===== config.mk =====
export PLATFORM = sky130hd
export DESIGN_NAME = pipe_hazard_ctrl_flat
export DESIGN_NICKNAME = d
export VERILOG_FILES = /design/src/rtl/pipe_pkg.sv /design/src/rtl/pipe_hazard_ctrl_if.sv /design/src/rtl/hazard_src_decode.sv /design/src/rtl/pipe_hazard_ctrl.sv /design/src/flat_wrapper.sv
export SDC_FILE = /design/constraint.sdc
export NUM_CORES = 1
export LEC_CHECK = 0
export BUFFER_PORTS_ARGS = -buffer_cell sky130_fd_sc_hd__buf_4
export CORE_ASPECT_RATIO = 1.1
export CORE_MARGIN = 5
export CORE_UTILIZATION = 36
export DETAILED_ROUTE_END_ITERATION = 16
export MAX_ROUTING_LAYER = met4
export PLACE_DENSITY = 0.82
export SYNTH_ARGS = -nofsm -noshare
export SYNTH_HDL_FRONTEND = slang
export SYNTH_SLANG_ARGS = --single-unit

===== constraint.sdc =====
create_clock -name clk -period 1.9 [get_ports clk]
set_input_delay 0.285 -clock clk [delete_from_list [all_inputs] [get_ports clk]]
set_output_delay 0.285 -clock clk [all_outputs]
set_load 0.02 [all_outputs]

===== src/rtl/pipe_pkg.sv =====
// pipe_pkg: shared definitions for the integer-pipeline hazard controller.
//   - hz_state_e : hazard FSM states (RUN, LU_STALL, DC_STALL)
//   - STG_*      : bit index of each inter-stage register in en_reg/flush
//   - OP_*       : 6-bit opcodes seen in the decode stage
package pipe_pkg;

  typedef enum logic [1:0] {
    RUN      = 2'd0,
    LU_STALL = 2'd1,
    DC_STALL = 2'd2
  } hz_state_e;

  localparam int STG_FETCH  = 0;
  localparam int STG_DECODE = 1;
  localparam int STG_ALU    = 2;
  localparam int STG_MEM    = 3;

  localparam logic [5:0] OP_ARITH  = 6'b000000;
  localparam logic [5:0] OP_CMP    = 6'b000001;
  localparam logic [5:0] OP_ADDI   = 6'b000010;
  localparam logic [5:0] OP_LOADB  = 6'b000011;
  localparam logic [5:0] OP_LOADW  = 6'b000100;
  localparam logic [5:0] OP_STOREB = 6'b000101;
  localparam logic [5:0] OP_STOREW = 6'b000110;
  localparam logic [5:0] OP_MVL    = 6'b000111;
  localparam logic [5:0] OP_MVH    = 6'b001000;
  localparam logic [5:0] OP_MVI    = 6'b001001;
  localparam logic [5:0] OP_BEQ    = 6'b001010;
  localparam logic [5:0] OP_BNE    = 6'b001011;
  localparam logic [5:0] OP_JAL    = 6'b001100;
  localparam logic [5:0] OP_JUMP   = 6'b001101;

endpackage


===== src/rtl/pipe_hazard_ctrl_if.sv =====
// pipe_hazard_ctrl_if: bundle between the integer pipeline and its hazard controller.
//   master : pipeline side - drives decode/ALU hazard info and cache stalls,
//            receives register enables, flushes, status and perf counters.
//   slave  : hazard controller side (pipe_hazard_ctrl).
interface pipe_hazard_ctrl_if #(
  parameter int STAGES = 4,
  parameter int REG_W  = 5,
  parameter int CNT_W  = 32
);
  logic [5:0]        opcode_d;
  logic [REG_W-1:0]  rega_d;
  logic [REG_W-1:0]  regb_d;
  logic              ex_is_load;
  logic [REG_W-1:0]  ex_regd;
  logic              branch_taken_ex;
  logic              block_pipe_instr_cache;
  logic              block_pipe_data_cache;
  logic [STAGES-1:0] en_reg;
  logic [STAGES-1:0] flush;
  logic              injecting_nop;
  logic              lu_busy;
  logic [CNT_W-1:0]  cnt_dc;
  logic [CNT_W-1:0]  cnt_ic;
  logic [CNT_W-1:0]  cnt_lu;
  logic [CNT_W-1:0]  cnt_br;

  modport master (
    output opcode_d, rega_d, regb_d, ex_is_load, ex_regd, branch_taken_ex,
           block_pipe_instr_cache, block_pipe_data_cache,
    input  en_reg, flush, injecting_nop, lu_busy, cnt_dc, cnt_ic, cnt_lu, cnt_br
  );

  modport slave (
    input  opcode_d, rega_d, regb_d, ex_is_load, ex_regd, branch_taken_ex,
           block_pipe_instr_cache, block_pipe_data_cache,
    output en_reg, flush, injecting_nop, lu_busy, cnt_dc, cnt_ic, cnt_lu, cnt_br
  );
endinterface


===== src/rtl/hazard_src_decode.sv =====
// hazard_src_decode: combinational source-register usage decode.
//   opcode_d_i : opcode in the decode stage
//   uses_a_o   : instruction reads regA
//   uses_b_o   : instruction reads regB
module hazard_src_decode
  import pipe_pkg::*;
(
  input  logic [5:0] opcode_d_i,
  output logic       uses_a_o,
  output logic       uses_b_o
);

  always_comb begin
    uses_a_o = 1'b1;
    uses_b_o = 1'b0;
    case (opcode_d_i)
      OP_ARITH, OP_CMP, OP_STOREB, OP_STOREW, OP_BEQ, OP_BNE: begin
        uses_a_o = 1'b1;
        uses_b_o = 1'b1;
      end
      OP_MVL, OP_MVH, OP_MVI: begin
        uses_a_o = 1'b0;
        uses_b_o = 1'b0;
      end
      OP_ADDI, OP_LOADB, OP_LOADW, OP_JAL, OP_JUMP: begin
        uses_a_o = 1'b1;
        uses_b_o = 1'b0;
      end
      default: begin
        uses_a_o = 1'b1;
        uses_b_o = 1'b0;
      end
    endcase
  end

endmodule


===== src/rtl/pipe_hazard_ctrl.sv =====
// pipe_hazard_ctrl: stall/flush controller for the integer pipeline.
// Produces per-stage register enables and flushes from cache stalls, taken
// branches and load-use hazards. A small FSM counts multi-cycle load-use
// bubbles and keeps an in-progress bubble sequence alive across data-cache
// freezes.
//   clk, reset : clock, asynchronous active-high reset
//   bus        : pipe_hazard_ctrl_if.slave (hazard inputs, en_reg/flush,
//                injecting_nop, lu_busy, perf counters)
// Build option: define HAZARD_PERF_EN to build the saturating performance
// counters; otherwise cnt_* are tied to zero.
module pipe_hazard_ctrl
  import pipe_pkg::*;
#(
  parameter int STAGES     = 4,
  parameter int REG_W      = 5,
  parameter int LU_BUBBLES = 1,
  parameter int CNT_W      = 32
) (
  input  logic                clk,
  input  logic                reset,
  pipe_hazard_ctrl_if.slave   bus
);

  localparam logic [1:0] S_RUN = RUN;
  localparam logic [1:0] S_LU  = LU_STALL;
  localparam logic [1:0] S_DC  = DC_STALL;

  logic              uses_a, uses_b, hazard;
  logic [1:0]        state_q, state_d, eff_state;
  logic [2:0]        bub_q, bub_d;
  logic              ret_q, ret_d;       // 1 = return to LU_STALL
  logic [STAGES-1:0] en_d, flush_d;
  logic              inj_d;
  logic              dc_rule, br_rule, lu_rule;

  hazard_src_decode u_dec (
    .opcode_d_i (bus.opcode_d),
    .uses_a_o   (uses_a),
    .uses_b_o   (uses_b)
  );

  assign hazard = bus.ex_is_load && (bus.ex_regd != '0) &&
                  ((uses_a && (bus.rega_d == bus.ex_regd)) ||
                   (uses_b && (bus.regb_d == bus.ex_regd)));

  // Leaving DC_STALL, the lower-priority rules act as if in the saved state.
  assign eff_state = (state_q == S_DC) ? (ret_q ? S_LU : S_RUN) : state_q;

  always_comb begin
    en_d    = '1;
    flush_d = '0;
    inj_d   = 1'b0;
    state_d = eff_state;
    bub_d   = bub_q;
    ret_d   = ret_q;
    dc_rule = 1'b0;
    br_rule = 1'b0;
    lu_rule = 1'b0;
    // Outputs sit at their reset values for the whole time reset is high.
    if (!reset) begin
      if (bus.block_pipe_data_cache) begin
        dc_rule = 1'b1;
        en_d    = '0;
        state_d = S_DC;
        ret_d   = (eff_state == S_LU);
      end else if (bus.branch_taken_ex && (eff_state == S_RUN)) begin
        // en_reg[FETCH] stays 1 so the redirect is captured even on an I$ miss.
        br_rule             = 1'b1;
        flush_d[STG_FETCH]  = 1'b1;
        flush_d[STG_DECODE] = 1'b1;
      end else if ((hazard && (eff_state == S_RUN)) || (eff_state == S_LU)) begin
        lu_rule             = 1'b1;
        en_d[STG_FETCH]     = 1'b0;
        en_d[STG_DECODE]    = 1'b0;
        flush_d[STG_ALU]    = 1'b1;
        if (eff_state == S_RUN) begin
          if (LU_BUBBLES > 1) begin
            bub_d   = 3'(LU_BUBBLES - 1);
            state_d = S_LU;
          end
        end else begin
          bub_d   = bub_q - 3'd1;
          state_d = (bub_q == 3'd1) ? S_RUN : S_LU;
        end
      end else if (bus.block_pipe_instr_cache) begin
        en_d[STG_FETCH]     = 1'b0;
        flush_d[STG_DECODE] = 1'b1;
        inj_d               = 1'b1;
      end
    end
  end

  assign bus.en_reg        = en_d;
  assign bus.flush         = flush_d;
  assign bus.injecting_nop = inj_d;
  assign bus.lu_busy       = !reset && (state_q == S_LU);

  always_ff @(posedge clk or posedge reset) begin
    if (reset) begin
      state_q <= S_RUN;
      bub_q   <= 3'd0;
      ret_q   <= 1'b0;
    end else begin
      state_q <= state_d;
      bub_q   <= bub_d;
      ret_q   <= ret_d;
    end
  end

`ifdef HAZARD_PERF_EN
  logic [CNT_W-1:0] cnt_dc_q, cnt_ic_q, cnt_lu_q, cnt_br_q;

  function automatic logic [CNT_W-1:0] sat_inc(input logic [CNT_W-1:0] v);
    return (&v) ? v : v + {{(CNT_W-1){1'b0}}, 1'b1};
  endfunction

  always_ff @(posedge clk or posedge reset) begin
    if (reset) begin
      cnt_dc_q <= '0;
      cnt_ic_q <= '0;
      cnt_lu_q <= '0;
      cnt_br_q <= '0;
    end else begin
      if (dc_rule) cnt_dc_q <= sat_inc(cnt_dc_q);
      if (inj_d)   cnt_ic_q <= sat_inc(cnt_ic_q);
      if (lu_rule) cnt_lu_q <= sat_inc(cnt_lu_q);
      if (br_rule) cnt_br_q <= sat_inc(cnt_br_q);
    end
  end

  assign bus.cnt_dc = cnt_dc_q;
  assign bus.cnt_ic = cnt_ic_q;
  assign bus.cnt_lu = cnt_lu_q;
  assign bus.cnt_br = cnt_br_q;
`else
  assign bus.cnt_dc = '0;
  assign bus.cnt_ic = '0;
  assign bus.cnt_lu = '0;
  assign bus.cnt_br = '0;
`endif

endmodule


===== src/flat_wrapper.sv =====
// flat-port wrapper written by rule: the top's interface ports become plain ports
module pipe_hazard_ctrl_flat import pipe_pkg::*;
#(
  parameter int STAGES     = 4,
  parameter int REG_W      = 5,
  parameter int LU_BUBBLES = 1,
  parameter int CNT_W      = 32
)
  (clk, reset, bus_opcode_d, bus_rega_d, bus_regb_d, bus_ex_is_load, bus_ex_regd, bus_branch_taken_ex, bus_block_pipe_instr_cache, bus_block_pipe_data_cache, bus_en_reg, bus_flush, bus_injecting_nop, bus_lu_busy, bus_cnt_dc, bus_cnt_ic, bus_cnt_lu, bus_cnt_br);
  pipe_hazard_ctrl_if #(.STAGES(STAGES), .REG_W(REG_W), .CNT_W(CNT_W)) bus_i ();
  input  logic clk;
  input  logic reset;
  input wire logic [$bits(bus_i.opcode_d)-1:0] bus_opcode_d;
  input wire logic [$bits(bus_i.rega_d)-1:0] bus_rega_d;
  input wire logic [$bits(bus_i.regb_d)-1:0] bus_regb_d;
  input wire logic [$bits(bus_i.ex_is_load)-1:0] bus_ex_is_load;
  input wire logic [$bits(bus_i.ex_regd)-1:0] bus_ex_regd;
  input wire logic [$bits(bus_i.branch_taken_ex)-1:0] bus_branch_taken_ex;
  input wire logic [$bits(bus_i.block_pipe_instr_cache)-1:0] bus_block_pipe_instr_cache;
  input wire logic [$bits(bus_i.block_pipe_data_cache)-1:0] bus_block_pipe_data_cache;
  output wire logic [$bits(bus_i.en_reg)-1:0] bus_en_reg;
  output wire logic [$bits(bus_i.flush)-1:0] bus_flush;
  output wire logic [$bits(bus_i.injecting_nop)-1:0] bus_injecting_nop;
  output wire logic [$bits(bus_i.lu_busy)-1:0] bus_lu_busy;
  output wire logic [$bits(bus_i.cnt_dc)-1:0] bus_cnt_dc;
  output wire logic [$bits(bus_i.cnt_ic)-1:0] bus_cnt_ic;
  output wire logic [$bits(bus_i.cnt_lu)-1:0] bus_cnt_lu;
  output wire logic [$bits(bus_i.cnt_br)-1:0] bus_cnt_br;
  assign bus_i.opcode_d = bus_opcode_d;
  assign bus_i.rega_d = bus_rega_d;
  assign bus_i.regb_d = bus_regb_d;
  assign bus_i.ex_is_load = bus_ex_is_load;
  assign bus_i.ex_regd = bus_ex_regd;
  assign bus_i.branch_taken_ex = bus_branch_taken_ex;
  assign bus_i.block_pipe_instr_cache = bus_block_pipe_instr_cache;
  assign bus_i.block_pipe_data_cache = bus_block_pipe_data_cache;
  assign bus_en_reg = bus_i.en_reg;
  assign bus_flush = bus_i.flush;
  assign bus_injecting_nop = bus_i.injecting_nop;
  assign bus_lu_busy = bus_i.lu_busy;
  assign bus_cnt_dc = bus_i.cnt_dc;
  assign bus_cnt_ic = bus_i.cnt_ic;
  assign bus_cnt_lu = bus_i.cnt_lu;
  assign bus_cnt_br = bus_i.cnt_br;
  pipe_hazard_ctrl #(.STAGES(STAGES), .REG_W(REG_W), .LU_BUBBLES(LU_BUBBLES), .CNT_W(CNT_W)) u_core (.clk(clk), .reset(reset), .bus(bus_i));
endmodule

==> qor.yml, run 1 <==
critPathKind: "reg -> out"
dr.pass1.iters: 4
end_kind: "primary output"
route.detailed.drc: 0
critical_path.max_stage_delay_ps: 410
netlist_area_um2: 1580
ys.flop_type: "dfrtp_1"
p_total_mw: 1.14
hold_path_class: "in -> async"
fin_nets: 275
synth.avg_cell_area_um2: 7.76
clkTransAtPathRegs_ps: 40
fin_crit_ps: 1890
std_cell_rows: 25
grt_usage: 0.0814
cp.required_ps: 1620
maxCapViolations: 0
area_growth_pct: -5.45
grt_max_degree: 8
synth.distinct_cells: 34
ys_seq_elements: 6
synth-edff-count: 0
fin_skew_ps: 1.99
totalWireLength_um: 2880
use_met1: 0.0835
wire_per_inst_um: 9.70
avgViaCountPerCell: 3.29
power_density_nw_per_um2: 761
die_h_um: 79.5
grt_pass1_vias: 825
fin_cells: 297
placed_cells: 291
postRouteAntennaNets: 0
grt_use_met3: 0.0214
async_flop_share: 1.00
irDropWorstVdd_mv: 0.196
synth.top_cell.area_share: 0.617
final_core_util: 0.349
dieArea_um2: 5820
critPathSlowestCell: "dfrtp_1"
ios: 165
gp_congestion: 0.726
layout_commonest_cell: "conb_1"
cts_tree: "done"
leakage_nw: 0.880
status: "finished, final reports clean"
yosys_warnings: 0
setup_viol: 0
final_cell_mix: "conb_1, buf_4, nand2_1, xor2_1, nor2_1"
numCtsBuffers: 3
gr-max-usage-layer: "met2"
dp_hpwl_um: 2650
clkSinkCount: 6
syn_inst: 204
finalHoldViolCount: 0
hold_buffers: 0
synth_top_area_cell: "buf_4"
overflow: 0
core_area_um2: 4290
root_buffer: "clkbuf_8"
portBuffers: 35
start_kind: "flop"
grt_first_pass_wirelength_um: 3610
grt_use_met2: 0.142
antenna_found_initial: 0
fmax_mhz: 528
critPathArrivalTime_ps: 1610
clk_latency_ps: 220
drv_slew: 0
drt-initial-drc-count: 23
die_width_um: 73.2
yosysSeqAreaShare: 0.0949
vias: 976
crit_path_cell_trace: "a21oi_2 > and4_4 > a41oi_2 > o21ai_2 > and3_4 > buf_6"
rsz0062_at_grt: "true"
ctsLongestPathBuffers: 2
antenna_cells: 0
critPathMaxFanout: 5
start_util: 0.369
fin_crit_sh: 0.996
cts_max_level: 1
synthTopCellsByArea: "buf_4, dfrtp_1, xor2_1"
drive_gt1_frac: 0.206
[flip-flops by register name, indices dropped and copies added (netlist names)]
signal          flops
u_core.bub_q        3
u_core.state_q      2
u_core.ret_q        1
[cell usage after synthesis (2+ instances only)]
cell type and number:
nor2_1 7, a21oi_1 3, nor3_1 4, ha_1 3, buf_4 130, xor2_1 8
xnor2_1 5, o21ai_0 2, inv_1 5, nand2_1 8, dfrtp_1 6
[worst max-delay path: cells and delay by family (launching register included)]
kind,cells,cell delay (ps)
AOI/OAI and AO/OA,3,420
buffers and inverters,1,110
DFF,1,410
and+or+nand+nor,2,440
[power by group]
part,switching (mW),internal [mW]
Clock,0.0530,0.136
Sequential,0.0509,0.187
Combinational,0.472,0.241
Total,0.575,0.564
[stage by stage]
step	worst slack (ps)	hold WS (ps)	setup TNS, ps	area [um2]
after floorplan	116	84.3	0	2060
after global placement	62.6	265	0	1420
after detailed placement	1.87	272	0	1420
after CTS	-13.2	34.9	-13.2	1480
after global routing	-77.2	67.6	-223	1500
final	7.63	40.7	0	1500
[cells by family (layout without fill, tap and decap cells)]
family | count (synthesis) | after routing | synth area share
and+or+nand+nor | 31 | 31 | 0.108
adders and majority gates | 3 | 3 | 0.0237
xor gates and xnor gates | 13 | 13 | 0.0719
AOI/OAI and AO/OA | 14 | 14 | 0.0648
other | 1 | 129 | 0.00237
DFF | 6 | 6 | 0.0949
muxes | 1 | 1 | 0.00632
buffers and inverters | 135 | 46 | 0.628
[routing by layer]
metal	wire length, um	up-vias	part of all wire
met5	0	-	0
met4	36	0	0.013
met3	465	4	0.16
met2	1510	80	0.52
met1	868	424	0.30
li1	-	468	-
[timing repair]
action / CTS / global route
endpoints found under the hold margin: 0 / 0
gates resized for setup: 1 / 4
pin swaps: 1 / 8
buffers inserted: 2 / 1
endpoints found under the setup margin: 5 / 5
[layout make-up]
| type | instances | area, um2 |
|---|---|---|
| clock buffer | 3 | 41.3 |
| fill | 474 | 2790 |
| inverter | 5 | 18.8 |
| multi-input combinational | 191 | 928 |
| sequential | 6 | 151 |
| tap | 54 | 67.6 |
| timing repair buffer | 38 | 289 |
[final timing paths]
path / startpoint / to / slack [ps] / depth (start not counted)
worst max-delay path: u_core.state_q[1] / bus_flush[2] / 8 / 6
worst max register to register: u_core.state_q[1] / u_core.bub_q[2] / 470 / 6
worst min register to register: u_core.bub_q[2] / u_core.bub_q[2] / 470 / 1
worst min-delay path: reset / u_core.bub_q[1] / 40 / 2
min in group clk: bus_block_pipe_data_cache / u_core.bub_q[1] / 410 / 3
max in group asynchronous: reset / u_core.state_q[0] / 1640 / 2
Power figures use the tool's default switching activity.
==> run 2, diff against run 1 <==
--- a/config.mk
+++ b/config.mk
@@ -12,6 +12,7 @@
 export DETAILED_ROUTE_END_ITERATION = 16
 export MAX_ROUTING_LAYER = met4
 export PLACE_DENSITY = 0.82
+export SETUP_SLACK_MARGIN = 0.4
 export SYNTH_ARGS = -nofsm -noshare
 export SYNTH_HDL_FRONTEND = slang
 export SYNTH_SLANG_ARGS = --single-unit
==> run 2 against run 1 <==
The flow now finishes with violations (negative setup slack). Cell count up 1.0%. Register-to-register slack better by 90 ps. Non-clock buffer count increased by 3. Sequential share of layout area fell by 0.69 points. Via count grew 4.8%. Utilization grew 2.9 points. Die area unchanged. Hold slack improved by 6.3 ps. Largest cell class unchanged. Largest power group unchanged.
==> qor.yml, run 2 (synthesis gave the netlist of run 1 again) <==
violations: "negative setup slack"
grt_pass1_vias: 957  # was 825
numCtsBuffers: 3  # unchanged
postRouteAntennaNets: 0  # unchanged
dieArea_um2: 5820  # unchanged
die_h_um: 79.5  # unchanged
maxCapViolations: 0  # unchanged
std_cell_rows: 25  # unchanged
clk_latency_ps: 220  # about the same
vias: 1023  # was 976
avgViaCountPerCell: 3.41  # was 3.29
antenna_found_initial: 0  # unchanged
hold_buffers: 0  # unchanged
clkTransAtPathRegs_ps: 40  # about the same
holdWs_ps: 47.0  # was 40.7 ps
clkPwrFrac: 0.144  # was 0.166
rsz0062_at_grt: "true"  # unchanged
root_buffer: "clkbuf_8"  # unchanged
cp.required_ps: 1620  # about the same
regMostFlops: "u_core.bub_q"  # unchanged
critical_path.max_stage_delay_ps: 260  # was 410 ps
grt_first_pass_wirelength_um: 4200  # was 3610 um
end_kind: "primary output"  # unchanged
grt_usage: 0.0946  # was 0.0814
critPathSlowestCell: "o21ai_4"  # was dfrtp_1
totalWireLength_um: 3150  # was 2880 um
cts_tree: "done"  # unchanged
antenna_cells: 0  # unchanged
start_kind: "primary input"  # was flop
grt_max_degree: 8  # unchanged
setup_viol: 2  # was 0
grt_use_met2: 0.164  # was 0.142
portBuffers: 35  # unchanged
die_width_um: 73.2  # unchanged
gr-max-usage-layer: "met2"  # unchanged
critPathKind: "in -> out"  # was reg -> out
placed_cells: 292  # was 291
fin_crit_ps: 1940  # was 1890 ps
ios: 165  # unchanged
irDropWorstVdd_mv: 0.217  # was 0.196 mV
wire_per_inst_um: 10.5  # was 9.70 um
path_buf_inv: 2  # was 1
use_met1: 0.0888  # was 0.0835
status: "complete, but fails checks"  # was finished, final reports clean
fin_cells: 300  # was 297
finalHoldViolCount: 0  # unchanged
cts_max_level: 1  # unchanged
layout_commonest_cell: "conb_1"  # unchanged
drv_slew: 0  # unchanged
power_density_nw_per_um2: 810  # was 761 nW/um2
gp_congestion: 0.817  # was 0.726
ctsLongestPathBuffers: 2  # unchanged
switching_share: 0.500  # was 0.505
crit_path_cell_trace: "buf_4 > ha_2 > and3b_1 > o21ai_1 > nand4_1 > o21ai_4 > and3_4 > buf_6"  # was a21oi_2 > and4_4 > a41oi_2 > o21ai_2 > and3_4 > buf_6
dr.pass1.iters: 4  # unchanged
final_cell_mix: "conb_1, buf_4, xor2_1"  # was conb_1, buf_4, nand2_1, xor2_1, nor2_1
grt_use_met3: 0.0264  # was 0.0214
worst_slack_ps: -38.3  # was 7.63 ps
critPathArrivalTime_ps: 1650  # was 1610 ps
final_core_util: 0.378  # was 0.349
p_total_mw: 1.31  # was 1.14 mW
pre_cts_slack_ps: 1.35  # was 1.87 ps
combPwrFrac: 0.668  # was 0.625
overflow: 0  # unchanged
r2r_slack_ps: 560  # was 470 ps
cp_top_family: "simple AND/OR/NAND/NOR gates"  # unchanged
hold_path_class: "in -> async"  # unchanged
leakage_nw: 0.929  # was 0.880 nW
critPathMaxFanout: 4  # was 5
fmax_mhz: 516  # was 528 MHz
start_util: 0.369  # unchanged
top_regs: "u_core.bub_q (3), u_core.state_q (2), u_core.ret_q (1)"  # unchanged
fin_crit_sh: 1.02  # was 0.996
route.detailed.drc: 0  # unchanged
fin_setup_tns_ps: -42.7  # was 0 ps
largest_reg_flops: 3  # unchanged
drt-initial-drc-count: 12  # was 23
clkSinkCount: 6  # unchanged
core_area_um2: 4290  # unchanged
pwr-share-seq: 0.189  # was 0.209
area_growth_pct: 2.29  # was -5.45%
final_area_um2: 1620  # was 1500 um2
dp_hpwl_um: 2780  # was 2650 um
fin_skew_ps: 2.21  # was 1.99 ps
dpl_cell_area_um2: 1450  # was 1420 um2
power_switching_mw: 0.655  # was 0.575 mW
drive_gt1_frac: 0.268  # was 0.206
fin_nets: 278  # was 275
p_int_mw: 0.656  # was 0.564 mW
==> run 2: final cells by class <==
cell class / instances / area, um2
Tap cell: 54 / 67.6
Multi-Input combinational cell: 191 / 1010
Fill cell: 467 / 2670
Inverter: 5 / 18.8
Clock buffer: 3 / 41.3
Sequential cell: 6 / 153
Timing Repair Buffer: 41 / 330
==> run 2: per-layer routing <==
layer  vias to the layer above  wire (um)
met4                         0        110
met1                       448        914
li1                        471          -
met2                        94       1600
met3                        10        522
met5                         -          0
==> run 2: timing repair <==
action,4_1_cts,5_1_grt
resized for setup,8,13
pin swaps,2,5
setup buffers,3,2
endpoints found under the setup margin,6,7
==> run 2: path summary, 6_finish.rpt <==
check	cells past startpoint	endpoint	startpoint
worst max-delay path	8	bus_flush[2]	bus_opcode_d[1]
worst min-delay path	2	u_core.bub_q[0]	reset
worst max register to register	6	u_core.bub_q[2]	u_core.ret_q
worst min register to register	1	u_core.bub_q[2]	u_core.bub_q[2]
max in group asynchronous	2	u_core.state_q[1]	reset
min in group clk	3	u_core.bub_q[1]	bus_block_pipe_data_cache
==> run 2: power groups by stage <==
stage / Combinational, mW / Clock, mW / Sequential, mW
floorplan: 0.738 / 0 / 0.226
global placement: 0.668 / 0 / 0.232
detailed placement: 0.686 / 0 / 0.238
CTS: 0.761 / 0.195 / 0.239
global route: 0.952 / 0.200 / 0.253
finish: 0.876 / 0.188 / 0.248
